File: src/rtl/node_rom_arbiter_if.sv
// Bundle between the ray processor cores, the node ROM port and the arbiter
// that shares it. The arbiter takes the slave view; the cores and ROM take
// the master view.
interface node_rom_arbiter_if #(
  parameter int NUM_CORES = 4,
  parameter int ADDR_W    = 32,
  parameter int DATA_W    = 32
);
  // Core side: per-core request/grant and broadcast response
  logic [NUM_CORES-1:0]        req_valid;
  logic [NUM_CORES*ADDR_W-1:0] req_addr;
  logic [NUM_CORES-1:0]        req_ready;
  logic [NUM_CORES-1:0]        rsp_valid;
  logic [DATA_W-1:0]           rsp_data;

  // ROM side: single synchronous-read port
  logic                        mem_ren;
  logic [ADDR_W-1:0]           mem_addr;
  logic [DATA_W-1:0]           mem_dout;

  modport slave (
    input  req_valid, req_addr, mem_dout,
    output req_ready, rsp_valid, rsp_data, mem_ren, mem_addr
  );

  modport master (
    output req_valid, req_addr, mem_dout,
    input  req_ready, rsp_valid, rsp_data, mem_ren, mem_addr
  );
endinterface

File: src/rtl/node_rom_arbiter.sv
// Round-robin arbiter sharing one synchronous-read octree node ROM among
// NUM_CORES ray processor cores. Each grant issues one registered ROM read
// and pushes a tag {valid, core} down a MEM_LAT+1 deep pipe; the tag leaving
// the pipe steers the ROM word to the core that asked for it, in issue order.
module node_rom_arbiter #(
  parameter int NUM_CORES = 4,
  parameter int ADDR_W    = 32,
  parameter int DATA_W    = 32,
  parameter int MEM_LAT   = 1
) (
  input  logic              clk,
  input  logic              reset_n,
  input  logic              en,
  output logic              busy,
  node_rom_arbiter_if.slave bus
);

  localparam int IDX_W = (NUM_CORES > 1) ? $clog2(NUM_CORES) : 1;

  typedef struct packed {
    logic             valid;
    logic [IDX_W-1:0] core;
  } tag_t;

  logic [1:0]           rst_sync;
  logic                 rst_n_int;
  logic [IDX_W-1:0]     rr_ptr;
  logic [IDX_W-1:0]     winner;
  logic                 found;
  logic                 grant;
  logic                 mem_ren;
  logic [ADDR_W-1:0]    mem_addr;
  logic [NUM_CORES-1:0] req_ready;
  logic [NUM_CORES-1:0] rsp_valid;
  logic                 tag_any;
  tag_t                 tag_pipe [MEM_LAT+1];

  // Reset synchronizer: assertion reaches every flop at once, release is
  // aligned to clk so no flop leaves reset on a different edge than another.
  always_ff @(posedge clk or negedge reset_n) begin
    if (!reset_n) rst_sync <= 2'b00;
    else          rst_sync <= {rst_sync[0], 1'b1};
  end

  assign rst_n_int = rst_sync[1];

  // Round-robin search starting one past the last winner, wrapping around.
  always_comb begin
    // NOTE: defaults first so every path assigns found/winner; no latch.
    found  = 1'b0;
    winner = '0;
    for (int off = 1; off <= NUM_CORES; off++) begin
      // NOTE: blocking assignment here so found stops later cores winning
      // within this same evaluation.
      if (!found && bus.req_valid[(int'(rr_ptr) + off) % NUM_CORES]) begin
        found  = 1'b1;
        winner = IDX_W'((int'(rr_ptr) + off) % NUM_CORES);
      end
    end
  end

  // A grant needs en and a finished reset; it never waits on the response side.
  assign grant = en && found && rst_n_int;

  // One-hot grant to the winner, zero when nothing is issued.
  always_comb begin
    req_ready = '0;
    if (grant) req_ready[winner] = 1'b1;
  end

  // Issue stage: register the ROM read and advance the priority pointer.
  always_ff @(posedge clk or negedge rst_n_int) begin
    if (!rst_n_int) begin
      rr_ptr   <= IDX_W'(NUM_CORES - 1);
      mem_ren  <= 1'b0;
      mem_addr <= '0;
    end else begin
      mem_ren <= grant;
      if (grant) begin
        rr_ptr   <= winner;
        mem_addr <= bus.req_addr[int'(winner)*ADDR_W +: ADDR_W];
      end
    end
  end

  // Tag pipe: stage k is visible k+1 cycles after the grant, so the last
  // stage lines up with the ROM word MEM_LAT cycles after mem_ren.
  always_ff @(posedge clk or negedge rst_n_int) begin
    if (!rst_n_int) begin
      // NOTE: the tag array is reset because an in-flight tag surviving a
      // reset would fire a stale rsp_valid; unlike a RAM it must be cleared.
      for (int k = 0; k <= MEM_LAT; k++) tag_pipe[k] <= '0;
    end else begin
      tag_pipe[0] <= '{valid: grant, core: winner};
      for (int k = 1; k <= MEM_LAT; k++) tag_pipe[k] <= tag_pipe[k-1];
    end
  end

  // Response strobe decoded from the registered last tag stage.
  always_comb begin
    rsp_valid = '0;
    if (tag_pipe[MEM_LAT].valid) rsp_valid[tag_pipe[MEM_LAT].core] = 1'b1;
  end

  // Any tag still travelling keeps the arbiter busy.
  always_comb begin
    tag_any = 1'b0;
    for (int k = 0; k <= MEM_LAT; k++) tag_any = tag_any | tag_pipe[k].valid;
  end

  assign busy          = (|bus.req_valid) | tag_any | mem_ren;
  assign bus.req_ready = req_ready;
  assign bus.rsp_valid = rsp_valid;
  assign bus.rsp_data  = bus.mem_dout;
  assign bus.mem_ren   = mem_ren;
  assign bus.mem_addr  = mem_addr;

endmodule

File: src/flat_wrapper.sv
// flat-port wrapper written by rule: the top's interface ports become plain ports
module node_rom_arbiter_flat 
#(
  parameter int NUM_CORES = 4,
  parameter int ADDR_W    = 32,
  parameter int DATA_W    = 32,
  parameter int MEM_LAT   = 1
)
  (clk, reset_n, en, busy, bus_req_valid, bus_req_addr, bus_mem_dout, bus_req_ready, bus_rsp_valid, bus_rsp_data, bus_mem_ren, bus_mem_addr);
  node_rom_arbiter_if #(.NUM_CORES(NUM_CORES), .ADDR_W(ADDR_W), .DATA_W(DATA_W)) bus_i ();
  input  logic clk;
  input  logic reset_n;
  input  logic en;
  output logic busy;
  input wire logic [$bits(bus_i.req_valid)-1:0] bus_req_valid;
  input wire logic [$bits(bus_i.req_addr)-1:0] bus_req_addr;
  input wire logic [$bits(bus_i.mem_dout)-1:0] bus_mem_dout;
  output wire logic [$bits(bus_i.req_ready)-1:0] bus_req_ready;
  output wire logic [$bits(bus_i.rsp_valid)-1:0] bus_rsp_valid;
  output wire logic [$bits(bus_i.rsp_data)-1:0] bus_rsp_data;
  output wire logic [$bits(bus_i.mem_ren)-1:0] bus_mem_ren;
  output wire logic [$bits(bus_i.mem_addr)-1:0] bus_mem_addr;
  assign bus_i.req_valid = bus_req_valid;
  assign bus_i.req_addr = bus_req_addr;
  assign bus_i.mem_dout = bus_mem_dout;
  assign bus_req_ready = bus_i.req_ready;
  assign bus_rsp_valid = bus_i.rsp_valid;
  assign bus_rsp_data = bus_i.rsp_data;
  assign bus_mem_ren = bus_i.mem_ren;
  assign bus_mem_addr = bus_i.mem_addr;
  node_rom_arbiter #(.NUM_CORES(NUM_CORES), .ADDR_W(ADDR_W), .DATA_W(DATA_W), .MEM_LAT(MEM_LAT)) u_core (.clk(clk), .reset_n(reset_n), .en(en), .busy(busy), .bus(bus_i));
endmodule
File: config.mk
export PLATFORM = sky130hd
export DESIGN_NAME = node_rom_arbiter_flat
export DESIGN_NICKNAME = d
export VERILOG_FILES = /design/src/rtl/node_rom_arbiter_if.sv /design/src/rtl/node_rom_arbiter.sv /design/src/flat_wrapper.sv
export SDC_FILE = /design/constraint.sdc
export NUM_CORES = 1
export LEC_CHECK = 0
export ABC_AREA = 1
export BUFFER_PORTS_ARGS = -buffer_cell sky130_fd_sc_hd__buf_2
export CORE_ASPECT_RATIO = 0.9
export CORE_MARGIN = 4
export CORE_UTILIZATION = 42
export DETAILED_ROUTE_END_ITERATION = 16
export PLACE_DENSITY = 0.81
export SETUP_SLACK_MARGIN = 0.1
export SLEW_MARGIN = 20
export SYNTH_ARGS = -nofsm -noshare
export SYNTH_HDL_FRONTEND = slang
export SYNTH_SLANG_ARGS = --single-unit
File: constraint.sdc
create_clock -name clk -period 3.15 [get_ports clk]
set_input_delay 0.1575 -clock clk [delete_from_list [all_inputs] [get_ports clk]]
set_output_delay 0.1575 -clock clk [all_outputs]
set_load 0.01 [all_outputs]
# After elaboration in Yosys (flattened, before gate mapping)
# Cells that the tools add are included.
# Widths: inputs -> output; s select.
# totals
register_bits	42
inputBits	167
word_cells	68
# classes
n_addsub	4
order_cmp	8
shifts	1
n_mux	26
bitwise_logic	7
n_reduce_logical	15
# op_table
operator	count
$shiftx 128x8->32	1
$lt 3x4->1 const B	4
$mux 1	14
$bmux 1 s2	4
$mux 2	4
$mux 4	2
$reduce_or 2->1	4
$logic_and 1x1->1	7
$lt 2x3->1 const B	2
$add 2x1->2 const B	2
$add 2x2->2 const B	2
$and 1x1->1 const A	4
$demux 1 s2	2
$ge 2x1->1 const B	2
$reduce_or 4->1	1
$logic_not 1->1	3
$or 1x1->1	3

# Logic depth before layout (Yosys ltp)
# logic_depth
depth_word	21
ltp_mapped	16
depth_no_buf	14

# Worst setup path after synthesis
# Ideal clock, no wire load.
# synth_path
path_type	reg-to-output
startpoint	reg u_core.rst_sync[1]
endpoint	out bus_req_ready[0]
arrival_ns	2.285
t_required_ns	2.992
setup_slack_ns	0.708
stages_incl_launch_ff	4
path_cell_list	dfrtp_1 > nand3_1 > clkbuf_1 > nor3_1
# synth_between
elab_chain_cells	2
# synth_lines
item	line	text
start, declared	node_rom_arbiter.sv:25	logic [1:0] rst_sync;
start signal, assigned	node_rom_arbiter.sv:42	else rst_sync <= {rst_sync[0], 1'b1};
$logic_and 1x1->1	node_rom_arbiter.sv:63	assign grant = en && found && rst_n_int;
$mux 4	node_rom_arbiter.sv:68	if (grant) req_ready[winner] = 1'b1;
end, declared	flat_wrapper.sv:18	output wire logic [$bits(bus_i.req_ready)-1:0] bus_req_ready;
# No other way between the ends.

# Worst setup path after layout
# layout_path
startpoint	reg u_core.rr_ptr[0]
endpoint	out bus_req_ready[3]
# layout_between
elab_chain_cells	19
word_cells_on_any_way	38
cone_classes	add/sub: 4; order compare: 2; mux: 23; reduce/logical: 9
# layout_lines
item	line	text
start, declared	node_rom_arbiter.sv:27	logic [IDX_W-1:0] rr_ptr;
start signal, assigned	node_rom_arbiter.sv:74	rr_ptr <= IDX_W'(NUM_CORES - 1);
start signal, assigned	node_rom_arbiter.sv:80	rr_ptr <= winner;
$add 2x1->2	node_rom_arbiter.sv:55, node_rom_arbiter.sv:57	
$bmux 1 s2	node_rom_arbiter.sv:55	if (!found && bus.req_valid[(int'(rr_ptr) + off) % NUM_CORES]) begin
$mux 1 (not written as such) (2 in a row)	node_rom_arbiter.sv:55	
$mux 1	node_rom_arbiter.sv:55	
$logic_not 1->1	node_rom_arbiter.sv:55	
$logic_and 1x1->1	node_rom_arbiter.sv:55	
$mux 1	node_rom_arbiter.sv:55	
$logic_not 1->1	node_rom_arbiter.sv:55	
[... 2 more ...]	--	
$logic_not 1->1	node_rom_arbiter.sv:55	
$logic_and 1x1->1	node_rom_arbiter.sv:55	
$mux 2	node_rom_arbiter.sv:55	
$lt 2x3->1 (not written as such) or $ge 2x1->1 (tied branches)	node_rom_arbiter.sv:68	
$logic_and 1x1->1 (not written as such)	node_rom_arbiter.sv:68	
$mux 1 (not written as such)	node_rom_arbiter.sv:68	
$demux 1 s2	--	
$mux 4 *	node_rom_arbiter.sv:68	
# Mark *: on every way between the ends. The rest lies on a longest branch, timed or not. The select of a mux whose other input is x is not followed.

==> impl_metrics.py <==
metrics = {
    "status": {
        "outcome": "complete, no violations",
    },
    "logic_synthesis": {
        "synth_edf_count": 0,
        "synth_largest_area_cell": "dfrtp_1",
        "synth_most_common_cell": "nand2_1",
        "synth_area_um2": 3480,
        "synth_area_leaders": "dfrtp_1 29%, nand2_1 23%, nand3_1 9.8%",
        "synth_top_area_share_pct": 28.8,
        "seq_area_frac_synth_pct": 30.3,
        "synthCells": 561,
        "syn_avg_cell_area_um2": 6.20,
        "synthTopCellsByCount": "216 x nand2_1, 87 x inv_1, 68 x nand3_1",
        "async_reset_ff_share_pct": 100,
        "synth_nets": 728,
        "ys_types": 30,
        "yosysWarningCount": 0,
        "ys_ff_latch": 42,
        "ys.flop_type": "dfrtp_1",
    },
    "cells_and_area": {
        "stdcell_count": 795,
        "layout-drive-gt1-share_pct": 30.9,
        "layout.nets": 862,
        "syn2layout_area_growth_pct": 23.2,
        "fin_util_pct": 53.1,
        "antenna_cells": 0,
    },
    "timing": {
        "period_needed_ns": 2.78,
        "whs_ns": 0.175,
        "worst_pin_slew_ns": 1.02,
        "max_slew_margin_pct": 31.7,
        "finalCritPeriodShare_pct": 88.2,
        "skew_ns": 0.00276,
        "timing_hold_violations_final": 0,
        "max_freq_mhz": 360,
        "rsz0062_at_grt": "no",
        "slew_viol_final": 0,
        "setup_viol": 0,
        "setup_tns_ns": 0,
    },
    "detailed_routing": {
        "routed.top_layer": "met4",
        "drc": 0,
        "route.met2.wl_um": 5380,
        "num_vias": 4098,
        "avgRoutedWirePerCell_um": 14.3,
        "drt-met1-wl_um": 4800,
        "drtIter0Drc": 227,
        "met3_length_um": 952,
        "viasPerCell": 5.15,
        "drt-total-wl_um": 11400,
        "drtPass1Iterations": 6,
        "ant_nets": 0,
    },
    "critical_path": {
        "required_ns": 2.99,
        "cp.buffers_inverters": 2,
        "cp.depth": 10,
        "worstSetupEndpoint": "bus_req_ready[3]",
        "cp_top_family": "simple AND/OR/NAND/NOR gates",
        "cp_slowest_stage_delay_ns": 0.71,
        "r2r_slack_ns": 0.51,
        "ff2ff_path_depth": 15,
        "worstReg2RegStart": "u_core.rr_ptr[0]",
        "critPathArrivalTime_ns": 2.62,
        "cp_max_fo": 20,
        "path_cells": "nand2_1 -> nand2_2 -> nand2_2 -> nand2_1 -> inv_2 -> nand3b_2 -> nor2_1 -> nor2_2 -> nor2_1 -> buf_2",
        "r2r_end": "u_core.bus.mem_addr[26]",
        "crit_start": "u_core.rr_ptr[0]",
        "end_kind": "output port",
        "startpoint_type": "flop",
        "critPathSlowestCell": "nor2_2",
        "critical_path_class": "flop to output port",
    },
    "place": {
        "dp_hpwl_um": 8370,
        "place_inst": 782,
        "io_buffers": 176,
        "finalWeightedCongestion": 0.944,
    },
    "floorplan": {
        "die_area_um2": 9800,
        "coreArea_um2": 8070,
        "initial_core_util_pct": 43.1,
        "die_h_um": 94.3,
        "die_x_um": 104,
        "num_rows": 31,
        "io_pins": 241,
    },
    "global_route": {
        "grt_usage_pct": 21.2,
        "grt_pass1_wl_um": 17300,
        "overflow": 0,
        "grt_pass1_vias": 3771,
        "grt_max_degree": 41,
        "antenna_found_initial": 0,
    },
    "clock_tree": {
        "cts_num_sinks": 42,
        "clockBufferDepth": 2,
        "numCtsBuffers": 5,
        "cts_tree": "built",
        "clk_pin_slew_ns": 0.08,
        "worstSkewPairLatency_ns": 0.29,
        "cts_root_buf": "clkbuf_8",
        "htreeDepth": 2,
    },
    "pwr": {
        "power_density_nw_per_um2": 1040,
        "p_leak_nw": 2.71,
        "ir_worst_vdd_v": 0.000421,
    },
    "worst_hold_path": {
        "hold_class": "input port to flop",
    },
    "flow_run": {
        "drv_cap": 0,
    },
}
[stage by stage]
step | cell area [µm²] | setup WS [ns] | total power [mW]
6_report | 4290 | 0.372 | 4.44
5_1_grt | 4290 | 0.149 | 4.87
4_1_cts | 4260 | 0.211 | 4.31
3_5_place_dp | 4140 | 0.396 | 3.89
3_3_place_gp | 4140 | 0.536 | 3.79
2_1_floorplan | 3480 | 0.708 | 3.27
[report_power, final]
| part | internal, mW | switching, mW |
|---|---|---|
| Sequential | 0.789 | 0.152 |
| Combinational | 1.07 | 2.06 |
| Clock | 0.176 | 0.192 |
| Total | 2.04 | 2.40 |
[layer usage]
metal  global-route usage (%)  vias to the layer above
li1                         -                     1961
met5                        0                        -
met1                     27.8                     1879
met2                     35.6                      227
met4                     6.09                        0
met3                     4.65                       31
[sequential cells by signal, indices dropped and copies added, names as in the netlist]
register             cells
u_core.rst_sync          2
u_core.bus.mem_addr     32
u_core.rr_ptr            2
u_core.tag_pipe          5
u_core.bus.mem_ren       1
[final cells by class]
cell class / count / area [µm²]
clock buffers: 6 / 82.6
clock inverters: 2 / 12.5
fillers: 809 / 3780
inverters: 92 / 358
multi-input cells: 367 / 1690
flip-flops and latches: 42 / 1050
well taps: 99 / 124
repair buffers: 187 / 966
[cell usage in the layout, fill, tap and decap left out, drive strengths merged]
cell         instances
dfrtp               40
clkbuf               6
nand3               72
dlygate4sd3          1
clkinv               2
o21bai               1
clkinvlp             1
nand4               35
dfstp                2
conb                 1
and2                 1
o21ai                3
inv                 91
nand3b               1
nor3                 6
or2                 16
nand2              222
buf                186
nor2                 9
[kinds of logic (layout without fill, tap and decap cells)]
family,Yosys count,after routing,share of synthesized area (%)
AND/OR/NAND/NOR,360,362,47.1
buffers and inverters,154,287,21.8
flip-flops,42,42,30.3
AO/OA/AOI/OAI,4,4,0.647
other,1,1,0.108
[worst register-to-register path: cells and delay by family (launching register included)]
family | cells | cell delay [ns]
flip-flops | 1 | 0.66
buffers and inverters | 4 | 0.66
AND/OR/NAND/NOR | 11 | 1.23
[timing repair]
action	4_1_cts	5_1_grt
hold endpoints to repair	2	0
hold buffers	1	0
resized for setup	0	2
setup buffers	0	2
pin swaps	1	2
endpoints found under the setup margin	2	3
cloned	1	1
[worst min-delay path by stage]
stage                                  from                       to  cells past startpoint
after floorplan                     reset_n       u_core.rst_sync[0]                      0
after global placement              reset_n       u_core.rst_sync[0]                      1
after detailed placement            reset_n       u_core.rst_sync[0]                      1
after CTS                 bus_req_addr[100]   u_core.bus.mem_addr[4]                      5
after global routing      bus_req_addr[113]  u_core.bus.mem_addr[17]                      5
final                     bus_req_addr[100]   u_core.bus.mem_addr[4]                      5
Power figures use the tool's default switching activity.
